File: src/rtl/debounce_pkg.sv
// Shared types and constants for the debounce_sync front-end.
package debounce_pkg;

  // Two-bit FSM encoding; stable states carry the committed level in bit 1.
  typedef enum logic [1:0] {
    StStableLo = 2'd0,
    StChkHi    = 2'd1,
    StStableHi = 2'd2,
    StChkLo    = 2'd3
  } state_e;

  localparam int unsigned GLITCH_CNT_W = 8;

endpackage

File: src/rtl/sync_chain.sv
// N-flop synchronizer for a single asynchronous level; no logic between stages.
module sync_chain #(
  parameter int unsigned SYNC_STAGES = 2,
  parameter logic        RST_VAL     = 1'b0
) (
  input  logic clk,
  input  logic rst,
  input  logic d,
  output logic q
);

  logic [SYNC_STAGES-1:0] stages_q;

  // Plain shift register; stage 0 takes the raw input.
  always_ff @(posedge clk) begin
    if (rst) begin
      stages_q <= {SYNC_STAGES{RST_VAL}};
    end else begin
      stages_q <= {stages_q[SYNC_STAGES-2:0], d};
    end
  end

  assign q = stages_q[SYNC_STAGES-1];

endmodule

File: src/rtl/debounce_sync.sv
// Synchronizer plus counter-based debounce FSM producing a clean level for edge_detect.
// Optional rejected-bounce counter enabled by defining DEBOUNCE_GLITCH_CNT_EN.
module debounce_sync
  import debounce_pkg::*;
#(
  parameter int unsigned SYNC_STAGES     = 2,
  parameter int unsigned DEBOUNCE_CYCLES = 4,
  parameter logic        RST_VAL         = 1'b0
) (
  input  logic                    clk,
  input  logic                    rst,
  input  logic                    a_in,
  output logic                    a_clean,
  output logic                    busy
`ifdef DEBOUNCE_GLITCH_CNT_EN
  ,
  output logic [GLITCH_CNT_W-1:0] glitch_cnt
`endif
);

  localparam int unsigned CNT_W = $clog2(DEBOUNCE_CYCLES + 1);
  localparam logic [CNT_W-1:0] CNT_MAX = CNT_W'(DEBOUNCE_CYCLES);
  localparam logic [CNT_W-1:0] CNT_ONE = CNT_W'(1);
  localparam state_e RST_STATE = RST_VAL ? StStableHi : StStableLo;

  logic a_sync;
  state_e state_q, state_d;
  logic [CNT_W-1:0] cnt_q, cnt_d, cnt_inc;
  logic clean_q, clean_d;
  logic busy_q;

  sync_chain #(
    .SYNC_STAGES(SYNC_STAGES),
    .RST_VAL    (RST_VAL)
  ) u_sync (
    .clk(clk),
    .rst(rst),
    .d  (a_in),
    .q  (a_sync)
  );

  // In a CHK state cnt_q < DEBOUNCE_CYCLES, so the increment cannot wrap.
  assign cnt_inc = cnt_q + CNT_ONE;

  // Next-state: qualify a candidate level for DEBOUNCE_CYCLES consecutive synced samples.
  always_comb begin
    state_d = state_q;
    cnt_d   = cnt_q;
    clean_d = clean_q;
    unique case (state_q)
      StStableLo: begin
        if (a_sync) begin
          if (DEBOUNCE_CYCLES == 1) begin
            state_d = StStableHi;
            clean_d = 1'b1;
          end else begin
            state_d = StChkHi;
            cnt_d   = CNT_ONE;
          end
        end
      end
      StChkHi: begin
        if (!a_sync) begin
          state_d = StStableLo;
          cnt_d   = '0;
        end else if (cnt_inc == CNT_MAX) begin
          state_d = StStableHi;
          clean_d = 1'b1;
          cnt_d   = '0;
        end else begin
          cnt_d = cnt_inc;
        end
      end
      StStableHi: begin
        if (!a_sync) begin
          if (DEBOUNCE_CYCLES == 1) begin
            state_d = StStableLo;
            clean_d = 1'b0;
          end else begin
            state_d = StChkLo;
            cnt_d   = CNT_ONE;
          end
        end
      end
      StChkLo: begin
        if (a_sync) begin
          state_d = StStableHi;
          cnt_d   = '0;
        end else if (cnt_inc == CNT_MAX) begin
          state_d = StStableLo;
          clean_d = 1'b0;
          cnt_d   = '0;
        end else begin
          cnt_d = cnt_inc;
        end
      end
    endcase
  end

  // State, counter and registered outputs.
  always_ff @(posedge clk) begin
    if (rst) begin
      state_q <= RST_STATE;
      cnt_q   <= '0;
      clean_q <= RST_VAL;
      busy_q  <= 1'b0;
    end else begin
      state_q <= state_d;
      cnt_q   <= cnt_d;
      clean_q <= clean_d;
      busy_q  <= (state_d == StChkHi) || (state_d == StChkLo);
    end
  end

  assign a_clean = clean_q;
  assign busy    = busy_q;

`ifdef DEBOUNCE_GLITCH_CNT_EN
  logic                    revert;
  logic [GLITCH_CNT_W-1:0] glitch_q;

  assign revert = ((state_q == StChkHi) && !a_sync) || ((state_q == StChkLo) && a_sync);

  // Saturating count of rejected candidates; only rst clears it.
  always_ff @(posedge clk) begin
    if (rst) begin
      glitch_q <= '0;
    end else if (revert && (glitch_q != '1)) begin
      glitch_q <= glitch_q + 1'b1;
    end
  end

  assign glitch_cnt = glitch_q;
`endif

endmodule

File: config.mk
export PLATFORM = sky130hd
export DESIGN_NAME = debounce_sync
export DESIGN_NICKNAME = d
export VERILOG_FILES = /design/src/rtl/debounce_pkg.sv /design/src/rtl/sync_chain.sv /design/src/rtl/debounce_sync.sv
export SDC_FILE = /design/constraint.sdc
export NUM_CORES = 1
export LEC_CHECK = 0
export BUFFER_PORTS_ARGS = -buffer_cell sky130_fd_sc_hd__buf_2
export CAP_MARGIN = 20
export CORE_AREA = 2 2 39 41
export DETAILED_ROUTE_END_ITERATION = 8
export DIE_AREA = 0 0 41 43
export PLACE_DENSITY = 0.51
export SETUP_SLACK_MARGIN = 0.05
export SYNTH_ARGS = -nofsm -noshare
export SYNTH_HDL_FRONTEND = slang
export SYNTH_SLANG_ARGS = --single-unit
File: constraint.sdc
create_clock -name clk -period 1.8 [get_ports clk]
set_clock_uncertainty 0.05 [all_clocks]
set_input_delay 0.45 -clock clk [delete_from_list [all_inputs] [get_ports clk]]
set_output_delay 0.45 -clock clk [all_outputs]
set_load 0.02 [all_outputs]
==> qor.txt, run 1 <==
Setup WS post-layout: 0.3259 ns
Drt wl/cell: 9.633 um
Layout area overhead: 15.59%
I/O Buffers: 4
GR Util All Layers: 0.08990
Top-area cell type share of the netlist area: 0.4339
Post-synth top area cell: dfxtp_1
Drt pass-1 iters: 2
Final hold vios: 0
TritonCTS Buffers: 3
# setup viols final: 0
Clock transition at path regs: 0.06 ns
Die X: 41 um
Grt ovf: 0
Number of global-route vias before repair: 218
Peak VDD IR: 0.4075 mV
DP Worst Slack: 0.4568 ns
Worst R2R Setup Slack: 0.44 ns
DRC viols: 0
H-Tree Depth: 1
Overall routed net length: 578 um
Tcrit/Tclk final: 0.8189
First DRT Iteration DRCs: 2
Post-CTS Resized: 0
Hold-fix buffers, CTS: 0
Clk buf depth: 2
Initial Utilization: 0.2667
Synth warn: 0
Via count: 252
Die Y-Extent: 43 um
I/O Pins: 5
Netlist Area Pre-Place: 369.1 um2
Max Cap Viol: 0
Clock sinks: 8
Final #Nets: 53
Period minus WS final: 1.474 ns
LEAKAGE: 0.1885 nW
Reg-to-reg startpoint: cnt_q[0]$_SDFFE_PP0P_
Max Slew Vio Count: 0
Storage cell area: 160.2 um2
Share of cells above drive strength 1: 0.2500
Clock Tree Root: clkbuf_4
Filler Cell Count: 144
Startpoint types: register
Final setup TNS: 0 ns
Hold Path Class: primary input to register
Ant. Diodes: 0
Flops & latches, synth: 8
RSZ-0062 raised after global routing: false
Initial antenna violation count: 0
CORE AREA: 1384 um2
FF-to-FF End: a_clean$_SDFFE_PP0P_
DR vias/cell: 4.200
Tightest Pin Transition: 0.3074 ns
Remaining antenna violation count: 0
Detail Placement HPWL: 412.6 um
Die area: 1763 um2
R2R cell count: 5
CP required: 1.30 ns
Std-Cell Rows: 14
FMAX: 678.4 MHz
Worst rel slew slack: 0.7948
Area occupied by multi-input gates: 196.4 um2
Status: finished clean
CP Class: register to primary output
Worst hold path cell count: 2
Total power per unit cell area: 809.2 nW/um2
Leading post-synthesis cells by cell area: dfxtp_1 (43%), ha_1 (14%), xor2_2 (4.4%)
Largest net degree at the start of global routing: 11
Post-synthesis sequential area ratio: 0.4339
CP top delay family: flip-flops
CTS tree: done
Syn Area/Cell: 9.713 um2
Slowest cell on the critical path: dfxtp_1
Crit end category: primary output
Clock latency at the later pin of the worst-skew pair: 0.25 ns
CP Buf/Inv Count: 1
CP Launch Point: busy$_SDFF_PP0_
First-pass GRT wire length: 972 um
CP cell instances: buf_2
Startpoint of the worst hold path: a_in
CP Data Arrival Time: 0.97 ns
Post-CTS setup buffers: 0
Synth unique cells: 22
Max FO, Critical Path: 10
Worst path max stage delay: 0.50 ns
Fin util: 0.3083
Cells after Synth: 38
Placer Congestion: 0.6750
Hold Crit Endpoint: u_sync.stages_q[0]$_SDFF_PP0_
Syn Nets: 45
-- flip-flops by register name, summed over array words and instances, names as in the netlist --
name             flops
u_sync.stages_q      2
busy                 1
cnt_q                3
a_clean              1
state_q              1
-- cell usage in the layout (no fill, tap or decap), drive strengths merged --
cell	count
clkbuf	3
nor3b	1
nand3	1
nor3	1
a21o	1
dfxtp	8
o21ba	1
o21a	1
or2	1
and3	1
o21ai	1
nand2	3
a31oi	1
ha	4
a21oi	2
inv	2
a22oi	1
buf	4
xor2	1
nor2	3
nor2b	2
or3	1
-- how the worst max path moves through the flow --
stage,end,slack [ns],depth (start not counted)
global route,busy,0.28,1
CTS,busy,0.32,1
finish,busy,0.33,1
global placement,a_clean$_SDFFE_PP0P_,0.46,5
detailed placement,a_clean$_SDFFE_PP0P_,0.46,5
floorplan,state_q[1]$_SDFF_PP0_,0.54,5
-- cell families (layout without fill, tap and decap cells) --
| logic type | count (synthesis) | after routing | share of synthesized area |
|---|---|---|---|
| XOR/XNOR | 1 | 1 | 0.04408 |
| AO/OA/AOI/OAI | 8 | 8 | 0.1593 |
| adder cells (fa/ha/maj) | 4 | 4 | 0.1356 |
| AND/OR/NAND/NOR | 14 | 14 | 0.1932 |
| flip-flops | 8 | 8 | 0.4339 |
| buffers and inverters | 3 | 9 | 0.03389 |
-- power by group --
part           switching [mW]  internal (mW)  total [mW]
Combinational          0.0119        0.00956      0.0215
Sequential            0.00526          0.183       0.189
Clock                  0.0589         0.0762       0.135
-- final cells by class --
class                           count  share of cell area
Clock buffer                        3             0.05279
Sequential cell                     8              0.3754
Inverter                            2             0.01760
Multi-Input combinational cell     27              0.4604
Tap cell                           16             0.04692
Timing Repair Buffer                4             0.04692
-- per-stage QoR --
step	hold WS [ns]	power, mW	cell area (um2)	std cells
detailed placement	0.3781	0.2142	404.1	57
global route	0.3574	0.3633	426.7	60
global placement	0.3667	0.2141	404.1	57
finish	0.3667	0.3452	426.7	60
CTS	0.3622	0.3509	426.7	60
floorplan	0.3638	0.2049	369.1	38
-- Yosys cell counts --
| library cell | number |
|---|---|
| a21o_2 | 1 |
| a21oi_1 | 1 |
| a21oi_2 | 1 |
| a22oi_1 | 1 |
| a31oi_1 | 1 |
| and3_1 | 1 |
| clkbuf_2 | 1 |
| dfxtp_1 | 8 |
| ha_1 | 4 |
| inv_1 | 2 |
| nand2_1 | 3 |
| nand3_1 | 1 |
| nor2_1 | 3 |
| nor2b_1 | 2 |
| nor3_1 | 1 |
| nor3b_1 | 1 |
| o21a_1 | 1 |
| o21ai_0 | 1 |
| o21ba_1 | 1 |
| or2_2 | 1 |
| or3_1 | 1 |
| xor2_2 | 1 |
-- metal layers --
layer | GRT usage | up-vias | wire length [um]
met5 | 0 | - | 0
met1 | 0.1213 | 111 | 322
met2 | 0.09688 | 2 | 240
met4 | 0.08000 | 0 | 0
met3 | 0.04712 | 0 | 15
li1 | - | 139 | -
(Power assumes the default switching activity.)
==> run 2, diff against run 1 <==
==> constraint.sdc (replaced) <==
create_clock -name clk -period 1.5 [get_ports clk]
set_clock_uncertainty 0.05 [all_clocks]
set_input_delay 0.375 -clock clk [delete_from_list [all_inputs] [get_ports clk]]
set_output_delay 0.375 -clock clk [all_outputs]
set_load 0.02 [all_outputs]
==> run 2 against run 1 <==
Compared with the run above: final cell count is the same; total power is 21% higher; combinational power is 20% higher; wire length rose by 1.0%; global-route usage increased by 0.29 points; register-to-register slack worse by 0.28 ns; sequential power grew 20%; clock-buffer cell count stayed put; critical endpoint is now a_clean$_SDFFE_PP0P_; largest power group unchanged; non-clock buffer count unchanged.
==> qor.txt, run 2 (same netlist as run 1, synthesis figures left out) <==
Largest register by flop count: cnt_q
I/O Pins: 5
TritonCTS Buffers: 3
CP required: 1.63 ns
Placed cell area: 404.1 um2
CTS tree: done
Std-Cell Rows: 14
Ant. Diodes: 0
Grt ovf: 0
Post-CTS setup buffers: 0
Crit end category: register
Final #Nets: 53
Worst rel slew slack: 0.8222
Peak VDD IR: 0.4166 mV
CP Data Arrival Time: 1.47 ns
Largest regs: cnt_q x3, u_sync.stages_q x2
Final hold vios: 0
Drt wl/cell: 9.733 um
Setup WS post-layout: 0.1615 ns
H-Tree Depth: 1
Clock Tree Root: clkbuf_4
RSZ-0062 raised after global routing: false
Clock sinks: 8
LEAKAGE: 0.1878 nW
Tightest Pin Transition: 0.2665 ns
Initial Utilization: 0.2667
Number of global-route vias before repair: 241
CP Class: register to register
Most frequent cells in the layout: dfxtp_1 (7), buf_2 (4)
DR vias/cell: 4.417
Die area: 1763 um2
Startpoint of the worst hold path: a_in
Clock transition at path regs: 0.05 ns
Non-Filler Instances: 60
Clock latency at the later pin of the worst-skew pair: 0.25 ns
Drt pass-1 iters: 1
Total power per unit cell area: 968.4 nW/um2
I/O Buffers: 4
Max FO, Critical Path: 3
Commonest non-fill, non-tap cell in the layout: dfxtp_1
First DRT Iteration DRCs: 0
DRC viols: 0
Final setup TNS: 0 ns
CORE AREA: 1384 um2
Status: finished clean
Largest register FFs: 3
Share of cells above drive strength 1: 0.2955
Via count: 265
Overall routed net length: 584 um
Placer Congestion: 0.6775
Fin util: 0.3110
Max Cap Viol: 0
Initial antenna violation count: 0
Remaining antenna violation count: 0
First-pass GRT wire length: 1007 um
Layout area overhead: 16.61%
Largest net degree at the start of global routing: 11
GR Util All Layers: 0.09284
Placed Cells incl. Taps: 57
FMAX: 747.1 MHz
Reg-to-reg startpoint: cnt_q[0]$_SDFFE_PP0P_
Final Cell Area: 430.4 um2
# setup viols final: 0
Hold Path Class: primary input to register
Max Slew Vio Count: 0
CP Launch Point: cnt_q[0]$_SDFFE_PP0P_
Startpoint types: register
DP Worst Slack: 0.1569 ns
Tcrit/Tclk final: 0.8923
Clk buf depth: 2
Period minus WS final: 1.339 ns
Die X: 41 um
Die Y-Extent: 43 um
run 2: changes by cell type in the layout (fill, tap and decap cells not counted):
cell     before  now
ha_1          4    3
ha_2          0    1
dfxtp_1       8    7
dfxtp_2       0    1
run 2: layout make-up:
cell class / count / area, um2
clock buffer: 3 / 22.52
sequential: 8 / 161.4
multi-input combinational: 27 / 198.9
timing repair buffer: 4 / 20.02
tap: 16 / 20.02
inverter: 2 / 7.507
fill: 151 / 953.4
run 2: metal layers:
metal / vias to the layer above / wire length [um] / global-route usage / part of all wire
li1: 141 / - / - / -
met1: 116 / 289 / 0.1340 / 0.49
met2: 5 / 253 / 0.1031 / 0.43
met3: 3 / 14 / 0.01571 / 0.024
met4: 0 / 27 / 0.1000 / 0.046
met5: - / 0 / 0 / 0
run 2: worst paths after layout:
path                                         to  cells past startpoint  slack (ns)
setup / recovery           a_clean$_SDFFE_PP0P_                      5        0.16
hold / removal    u_sync.stages_q[0]$_SDFF_PP0_                      2        0.29
setup reg to reg           a_clean$_SDFFE_PP0P_                      5        0.16
hold reg to reg   u_sync.stages_q[1]$_SDFF_PP0_                      1        0.39
run 2: report_power, final:
group	total, mW	leakage, nW	internal, mW	switching (mW)
registers	0.226	0.0657	0.220	0.00601
logic	0.0259	0.108	0.0116	0.0143
clock network	0.165	0.0138	0.0916	0.0732
run 2: metrics by stage:
stage / power [mW] / hold WS [ns]
6_report: 0.4168 / 0.2905
5_1_grt: 0.4402 / 0.3072
4_1_cts: 0.4277 / 0.2881
3_5_place_dp: 0.2571 / 0.3813
3_3_place_gp: 0.2566 / 0.3693
2_1_floorplan: 0.2459 / 0.3638
run 2: critical path, cell delays in order, from the launching register on:
cell	delay, ns
dfxtp_1	0.35
ha_1	0.21
ha_2	0.20
a31oi_1	0.07
or2_2	0.27
a21oi_1	0.12
run 2: what timing repair did:
item	in CTS	in global routing
setup endpoints to repair	0	2
resized for setup	0	2
hold buffers	0	0
==> run 3, diff against run 2 <==
==> constraint.sdc (replaced) <==
create_clock -name clk -period 1.5 [get_ports clk]
set_clock_uncertainty 0.05 [all_clocks]
set_input_delay 0.075 -clock clk [delete_from_list [all_inputs] [get_ports clk]]
set_output_delay 0.075 -clock clk [all_outputs]
set_load 0.02 [all_outputs]
==> run 3 against run 2 <==
Compared with the run above: largest cell class unchanged; critical path depth stayed put; non-clock buffer count rose by 1; clock-buffer cell count unchanged; via count is 0.75% higher; first-iteration DRC count rose by 1; worst setup slack better by 0.0053 ns; clock power hardly changed; maximum frequency grew 0.39%; register-to-register slack about the same; largest power group unchanged; flip-flop and latch count unchanged; critical path type unchanged; final cell count up 1.7%.
==> qor.txt, run 3 (same netlist as run 1, synthesis figures left out) <==
Remaining antenna violation count: 0
CTS tree: done
Sequential Power Share: 0.542
Largest regs: cnt_q x3, u_sync.stages_q x2
Crit-path most repeated cell: ha_2
Hold Path Class: primary input to register
Worst rel slew slack: 0.8056
Largest register by flop count: cnt_q
# setup viols final: 0
Setup WS post-layout: 0.1667 ns
Crit end category: register
CP top delay family: adder cells
Drt pass-1 iters: 2
Worst path max stage delay: 0.35 ns
Initial antenna violation count: 0
CP cell instances: ha_2, ha_2, a31oi_1, or2_2, a21oi_1
Placed cell area: 404.1 um2
Final setup TNS: 0 ns
I/O Pins: 5
Max FO, Critical Path: 3
Via count: 267
Pint: 324.9 uW
Clock sinks: 8
Hold Crit Endpoint: cnt_q[2]$_SDFFE_PP0P_
Period minus WS final: 1.333 ns
Final #Nets: 54
Max Cap Viol: 0
Ant. Diodes: 0
Drt wl/cell: 9.656 um
GR Util All Layers: 0.09586
Clock latency at the later pin of the worst-skew pair: 0.25 ns
DP Worst Slack: 0.1569 ns
Grt ovf: 0
Commonest non-fill, non-tap cell in the layout: dfxtp_1
Largest register FFs: 3
CP Data Arrival Time: 1.47 ns
Most frequent cells in the layout: dfxtp_1 (8), buf_2 (4), nand2_1 (3), nor2_1 (3), clkbuf_4 (3)
Startpoint types: register
Die Y-Extent: 43 um
Post-CTS setup buffers: 0
Peak VDD IR: 0.4157 mV
Die area: 1763 um2
Share of cells above drive strength 1: 0.2889
Tightest Pin Transition: 0.2912 ns
Tcrit/Tclk final: 0.8888
Startpoint of the worst hold path: rst
Placed Cells incl. Taps: 57
CP Buf/Inv Count: 0
Total power per unit cell area: 945.1 nW/um2
Reg-to-reg startpoint: cnt_q[0]$_SDFFE_PP0P_
Overall routed net length: 589 um
Std-Cell Rows: 14
DRC viols: 0
Clock Tree Root: clkbuf_4
TritonCTS Buffers: 3
Non-Filler Instances: 61
CP Class: register to register
I/O Buffers: 4
Sw power: 92.55 uW
Clk network pwr share: 0.392
FF-to-FF End: a_clean$_SDFFE_PP0P_
Layout area overhead: 19.66%
Clk buf depth: 2
Switch share: 0.2217
Final hold vios: 0
Initial Utilization: 0.2667
Largest net degree at the start of global routing: 11
R2R cell count: 5
Filler Cell Count: 150
Tot Pwr: 417.4 uW
Combinational share of power: 0.067
First DRT Iteration DRCs: 1
RSZ-0062 raised after global routing: false
CORE AREA: 1384 um2
LEAKAGE: 0.1886 nW
H-Tree Depth: 1
DR vias/cell: 4.377
Max Slew Vio Count: 0
Worst R2R Setup Slack: 0.17 ns
FMAX: 750.0 MHz
Worst hold path cell count: 2
Status: finished clean
Clock transition at path regs: 0.05 ns
Die X: 41 um
Placer Congestion: 0.6775
First-pass GRT wire length: 1048 um
Slowest cell on the critical path: dfxtp_1
Number of global-route vias before repair: 246
Final Cell Area: 441.7 um2
CP required: 1.63 ns
run 3: cell type report:
cell class              instances  area, um2  area share
multi-input cells              27      201.4      0.4561
flip-flops and latches          8      160.2      0.3626
repair buffers                  5      30.03     0.06799
clock buffers                   3      22.52     0.05099
well taps                      16      20.02     0.04533
inverters                       2      7.507     0.01700
run 3: how the worst max path moves through the flow:
| stage | startpoint | end | depth (start not counted) |
|---|---|---|---|
| 3_5_place_dp | cnt_q[0]$_SDFFE_PP0P_ | a_clean$_SDFFE_PP0P_ | 5 |
| 4_1_cts | cnt_q[0]$_SDFFE_PP0P_ | a_clean$_SDFFE_PP0P_ | 5 |
| 2_1_floorplan | cnt_q[0]$_SDFFE_PP0P_ | state_q[1]$_SDFF_PP0_ | 5 |
| 3_3_place_gp | cnt_q[0]$_SDFFE_PP0P_ | a_clean$_SDFFE_PP0P_ | 5 |
| 6_report | cnt_q[0]$_SDFFE_PP0P_ | a_clean$_SDFFE_PP0P_ | 5 |
| 5_1_grt | cnt_q[0]$_SDFFE_PP0P_ | a_clean$_SDFFE_PP0P_ | 5 |
run 3: layer usage:
layer	vias to the layer above	track usage	part of all wire
li1	143	-	-
met3	3	0.01571	0.024
met5	-	0	0
met1	116	0.1373	0.49
met2	5	0.1094	0.45
met4	0	0.1000	0.037
run 3: what timing repair did:
| action | 4_1_cts | 5_1_grt |
|---|---|---|
| endpoints found under the hold margin | 1 | 0 |
| gates resized for setup | 0 | 2 |
| hold buffers | 1 | 0 |
| endpoints found under the setup margin | 0 | 1 |
run 3: power by group through the flow:
stage | logic (mW) | clock network (mW) | registers (mW)
floorplan | 0.0131 | 0 | 0.233
global placement | 0.0259 | 0 | 0.231
detailed placement | 0.0265 | 0 | 0.231
CTS | 0.0287 | 0.175 | 0.226
global route | 0.0314 | 0.184 | 0.227
finish | 0.0278 | 0.164 | 0.226
run 3: stage by stage:
stage,hold WS [ns],util
6_report,0.02699,0.3192
5_1_grt,0.02805,0.3192
4_1_cts,0.02061,0.3156
3_5_place_dp,0.2546,0.2920
3_3_place_gp,0.2380,0.2920
2_1_floorplan,0.08744,-
